<file path="config.mk">
export PLATFORM = sky130hd
export DESIGN_NAME = memory_arbiter
export DESIGN_NICKNAME = d
export VERILOG_FILES = /design/src/rtl/memory_arbiter.sv
export SDC_FILE = /design/constraint.sdc
export NUM_CORES = 1
export LEC_CHECK = 0
export BUFFER_PORTS_ARGS = -buffer_cell sky130_fd_sc_hd__buf_2
export CAP_MARGIN = 15
export CELL_PAD_IN_SITES_DETAIL_PLACEMENT = 0
export CELL_PAD_IN_SITES_GLOBAL_PLACEMENT = 1
export CORE_AREA = 4 4 286 288
export CTS_CLUSTER_DIAMETER = 200
export DETAILED_ROUTE_END_ITERATION = 10
export DIE_AREA = 0 0 290 292
export PLACE_DENSITY_LB_ADDON = 0.2
export SKIP_LAST_GASP = 1
export SYNTH_ARGS = -nofsm -noshare
export SYNTH_HDL_FRONTEND = slang
export SYNTH_SLANG_ARGS = --single-unit
</file>
<file path="constraint.sdc">
create_clock -name CLK -period 3.81 [get_ports CLK]
set_input_delay 0.1905 -clock CLK [delete_from_list [all_inputs] [get_ports CLK]]
set_output_delay 0.1905 -clock CLK [all_outputs]
set_load 0.1 [all_outputs]
</file>
<file path="src/rtl/memory_arbiter.sv">
// Two-port block memory arbiter: I-cache (read-only) and D-cache (read/write)
// share one block memory, round-robin on contention, with an access timeout.
module memory_arbiter #(
    parameter int ADDR_WIDTH = 28,
    parameter int DATA_WIDTH = 128,
    parameter int WAIT_LIMIT = 255
) (
    input  logic                  CLK,
    input  logic                  RESET,
    input  logic                  I_READ,
    input  logic [ADDR_WIDTH-1:0] I_ADDRESS,
    output logic [DATA_WIDTH-1:0] I_READDATA,
    output logic                  I_BUSYWAIT,
    input  logic                  D_READ,
    input  logic                  D_WRITE,
    input  logic [ADDR_WIDTH-1:0] D_ADDRESS,
    input  logic [DATA_WIDTH-1:0] D_WRITEDATA,
    output logic [DATA_WIDTH-1:0] D_READDATA,
    output logic                  D_BUSYWAIT,
    output logic                  MEM_READ,
    output logic                  MEM_WRITE,
    output logic [ADDR_WIDTH-1:0] MEM_ADDRESS,
    output logic [DATA_WIDTH-1:0] MEM_WRITEDATA,
    input  logic [DATA_WIDTH-1:0] MEM_READDATA,
    input  logic                  MEM_BUSYWAIT,
    output logic                  ERROR
);

    typedef enum logic [2:0] {
        IDLE,
        ACCESS_I,
        ACCESS_D,
        DONE_I,
        DONE_D
    } state_t;

    localparam logic [7:0] LAST_WAIT = 8'(WAIT_LIMIT - 1);

    state_t     state;
    logic [7:0] wait_cnt;
    logic       last_grant_d;
    logic       op_write;
    logic       i_req;
    logic       d_req;
    logic       grant_d;

    assign i_req = I_READ;
    assign d_req = D_READ | D_WRITE;

    // D wins when alone or when I was served last; otherwise I gets the slot.
    assign grant_d = d_req & (~i_req | ~last_grant_d);

    assign I_BUSYWAIT = i_req & (state != DONE_I);
    assign D_BUSYWAIT = d_req & (state != DONE_D);

    // NOTE: every register below is updated with <= so all branches see pre-edge values.
    always_ff @(posedge CLK) begin
        if (!RESET) begin
            state         <= IDLE;
            wait_cnt      <= '0;
            last_grant_d  <= 1'b0;
            op_write      <= 1'b0;
            MEM_READ      <= 1'b0;
            MEM_WRITE     <= 1'b0;
            MEM_ADDRESS   <= '0;
            MEM_WRITEDATA <= '0;
            I_READDATA    <= '0;
            D_READDATA    <= '0;
            ERROR         <= 1'b0;
        end else begin
            ERROR <= 1'b0;
            case (state)
                IDLE: begin
                    if (grant_d) begin
                        state         <= ACCESS_D;
                        last_grant_d  <= 1'b1;
                        wait_cnt      <= '0;
                        MEM_ADDRESS   <= D_ADDRESS;
                        MEM_WRITEDATA <= D_WRITEDATA;
                        // A simultaneous read and write is served as the write-back.
                        op_write      <= D_WRITE;
                        MEM_WRITE     <= D_WRITE;
                        MEM_READ      <= ~D_WRITE;
                    end else if (i_req) begin
                        state        <= ACCESS_I;
                        last_grant_d <= 1'b0;
                        wait_cnt     <= '0;
                        MEM_ADDRESS  <= I_ADDRESS;
                        op_write     <= 1'b0;
                        MEM_WRITE    <= 1'b0;
                        MEM_READ     <= 1'b1;
                    end
                end
                ACCESS_I, ACCESS_D: begin
                    if (!MEM_BUSYWAIT) begin
                        MEM_READ  <= 1'b0;
                        MEM_WRITE <= 1'b0;
                        if (state == ACCESS_I) begin
                            I_READDATA <= MEM_READDATA;
                            state      <= DONE_I;
                        end else begin
                            if (!op_write) begin
                                D_READDATA <= MEM_READDATA;
                            end
                            state <= DONE_D;
                        end
                    end else if (wait_cnt == LAST_WAIT) begin
                        // Timeout: abandon the access and hand the requester a zero block.
                        MEM_READ  <= 1'b0;
                        MEM_WRITE <= 1'b0;
                        ERROR     <= 1'b1;
                        if (state == ACCESS_I) begin
                            I_READDATA <= '0;
                            state      <= DONE_I;
                        end else begin
                            D_READDATA <= '0;
                            state      <= DONE_D;
                        end
                    end else begin
                        wait_cnt <= wait_cnt + 8'd1;
                    end
                end
                default: state <= IDLE;
            endcase
        end
    end

endmodule

</file>
==> summary.md <==
| Metric | Value |
|---|---|
| Status | complete, no violations |
| Placed Area | 0.0204 mm² |
| Clock Pin Slew Worst Setup and Hold Paths | 0.06 ns |
| Util after Layout | 31.9% |
| Routed WL | 74.0 mm |
| Seq/Total Area, Yosys | 54.5% |
| Netlist Area Pre-Place | 0.0157 mm² |
| Leak | 11.3 nW |
| Total Power | 21.1 mW |
| 1st-iter DRT viols | 693 |
| Crit path max fanout | 70 |
| CP bufs+invs | 2 |
| Cells after DPL | 3432 |
| Vias in the first global route | 16900 |
| Htree depth | 2 |
| Multi-input gate area | 0.00650 mm² |
| Worst slack at placement | 1.37 ns |
| Top FF cell, synth | dfxtp_1 |
| Crit path top cell by count | buf_4 |
| IO Port Bufs | 734 |
| Period utilization | 65.0% |
| CP Data Required Time | 4.30 ns |
| Largest net degree at the start of global routing | 149 |
| Slew Viols, Final | 0 |
| Ports | 735 |
| First-pass DRT Iterations | 5 |
| CORE AREA | 0.0789 mm² |
| Final Cell Area | 0.0251 mm² |
| Max-cap violations | 0 |
| Worst-margin pin slew | 1.03 ns |
| First-pass GRT wire length | 110 mm |
| Fraction of registers with async set or reset after synthesis | 0% |
| Critical path arrival | 2.97 ns |
| Synthesized area per cell | 8.80 µm² |
| CTS resizes | 0 |
| Fin. Hold Viols | 0 |
| Layout Cells excl Fill | 3831 |
| Setup CP Type | reg2reg |
| WL per Instance | 19.3 µm |
| Post-CTS Setup Bufs | 0 |
| Overflow after GRT | 0 |
| Setup crit start kind | flop |
| Drt drc | 0 |
| Fmax | 0.404 GHz |
| Initial antenna violation count | 4 |
| Min Tclk post-route | 2.48 ns |
| CTS sink count | 428 |
| Reg area | 0.00857 mm² |
| Syn Inst Count | 1788 |
| Initial core utilization | 19.9% |
| Final Setup Violations | 0 |
| RD Place Congestion | 0.807 |
| Row count | 103 |
| CTS Buffer Depth | 3 |
| EDFF count, synth | 0 |
| Clock root cell | clkbuf_16 |
| CP max-delay cell | buf_4 |
| Max transition margin | 31.6% |
| Post-synth cell types | 43 |
| Fin Clk Skew | 0.0314 ns |
| Worst vdd ir | 0.400 mV |
| Flops & latches, synth | 428 |
| Die X | 290 µm |
| Inserted Clock Buffers | 52 |
| HPWL after DPL | 52.6 mm |
| Setup ws final | 1.33 ns |
| Layout area overhead | 59.7% |
| TritonCTS clock tree | yes |
| Die area | 0.0847 mm² |
| Vias per inst | 4.30 |
| Top Family by Delay on Critical Path | buffers and inverters |
| Routed Antenna Nets | 0 |
| Nets@finish | 3061 |
| Share of layout cells above drive strength 1 | 30.4% |
| Vias post-DR | 16500 |
| CP max stage delay | 0.67 ns |
| Clock latency at the later pin of the worst-skew pair | 0.59 ns |
| Power Dens Cells | 840 mW/mm² |
| Worst hold path type | in2reg |
| TNS Setup | 0 ns |
| Worst path cell trace | nor3b_2 -> o21ai_4 -> buf_4 -> buf_4 -> o21ai_0 -> a21oi_1 |
| RSZ-0062 raised after global routing | no |
| Layout fillers | 8420 |
| CTS Hold Bufs | 305 |
| Die height | 292 µm |
| GRT Resource Usage Total | 16.5% |
| CP endpoint kind | flop |
| Warnings, synthesis | 0 |
| Min Hold Slack | 0.0331 ns |
| Synthesized Nets | 2108 |
==> per-layer routing <==
layer | up-vias | track usage [%] | wire length, µm
met4 | 4 | 6.00 | 2670
met3 | 132 | 4.34 | 4460
met5 | - | 0 | 25
met2 | 493 | 29.4 | 37200
met1 | 7828 | 19.1 | 29600
li1 | 8023 | - | -
==> power breakdown <==
part / total [mW] / leakage, nW / internal, mW / switching [mW]
Combinational: 10.3 / 6.93 / 1.78 / 8.56
Clock: 5.03 / 0.841 / 3.00 / 2.03
Sequential: 5.72 / 3.49 / 5.30 / 0.428
Total: 21.1 / 11.3 / 10.1 / 11.0
==> tightest hold or removal path: cells and delay by family <==
kind                   cells  cell delay [ns]
AO/OA/AOI/OAI              1             0.09
multiplexers               1             0.15
buffers and inverters      1             0.12
==> synth_stat cells (all sizes together), types with 2 or more instances <==
library cell,number,area share [%]
and2,2,0.080
dfxtp,428,54
o22ai,2,0.080
a22o,128,7.1
and3,2,0.080
o21a,3,0.14
nor3,6,0.26
inv,6,0.14
nand3b,2,0.095
nand2,392,9.4
ha,2,0.16
o211a,2,0.13
clkbuf,94,2.3
nor2b,128,5.1
a211oi,28,1.3
a21oi,264,8.4
buf,66,2.3
nand4b,2,0.11
mux2i,28,1.8
o21ai,134,4.3
nand4,5,0.20
nand3,14,0.45
nor3b,3,0.17
nor2,34,0.81
==> cell usage in the layout (no fill, tap or decap), types with 8 or more instances in the layout <==
cell           synthesis  final
clkbuf_8               0      8
buf_2                 60    733
a22o_1               128    128
buf_12                 0     10
mux2i_1               28     28
buf_4                  3     11
clkinv_2               0      9
clkbuf_1              93     14
a21oi_1              264    263
dfxtp_1              428    428
nand3_1               14     14
dlygate4sd3_1          0    305
a211oi_1              28     28
clkbuf_16              0     52
nor2b_1              128    128
nand2_1              392    391
o21ai_0              132    131
nor2_1                34     34
==> path summary, 6_finish.rpt <==
path	startpoint	to	slack, ns	depth (start not counted)
worst max-delay path	state[0]	D_READDATA[75]	1.33	6
worst min-delay path	D_ADDRESS[8]	MEM_ADDRESS[8]	0.03	3
worst max register to register	state[0]	D_READDATA[75]	1.33	6
worst min register to register	MEM_WRITEDATA[100]	MEM_WRITEDATA[100]	0.45	2
==> layout make-up <==
class                      instances  area share, %
clock buffer                      74           5.83
timing repair buffer            1059           27.9
antenna                            2         0.0199
inverter                           6          0.120
multi-input combinational       1194           25.9
tap                             1050           5.23
clock inverter                    18          0.946
sequential                       428           34.1
==> registers in the layout, summed over array words and instances (netlist names), 3 cells and up <==
signal	cells
D_READDATA	128
I_READDATA	128
MEM_WRITEDATA	128
MEM_ADDRESS	28
wait_cnt	8
state	3
==> cells by family (layout without fill, tap and decap cells) <==
| group | after synthesis | after routing | share of synthesized area, % |
|---|---|---|---|
| and+or+nand+nor | 595 | 595 | 17.0 |
| xor gates and xnor gates | 2 | 2 | 0.159 |
| DFF | 428 | 428 | 54.5 |
| adders and majority gates | 2 | 2 | 0.159 |
| buffers and inverters | 166 | 1157 | 4.66 |
| muxes | 28 | 28 | 1.78 |
| other | 0 | 2 | 0 |
| AOI/OAI and AO/OA | 567 | 567 | 21.8 |
No activity file was read; power rests on OpenSTA's default activity.
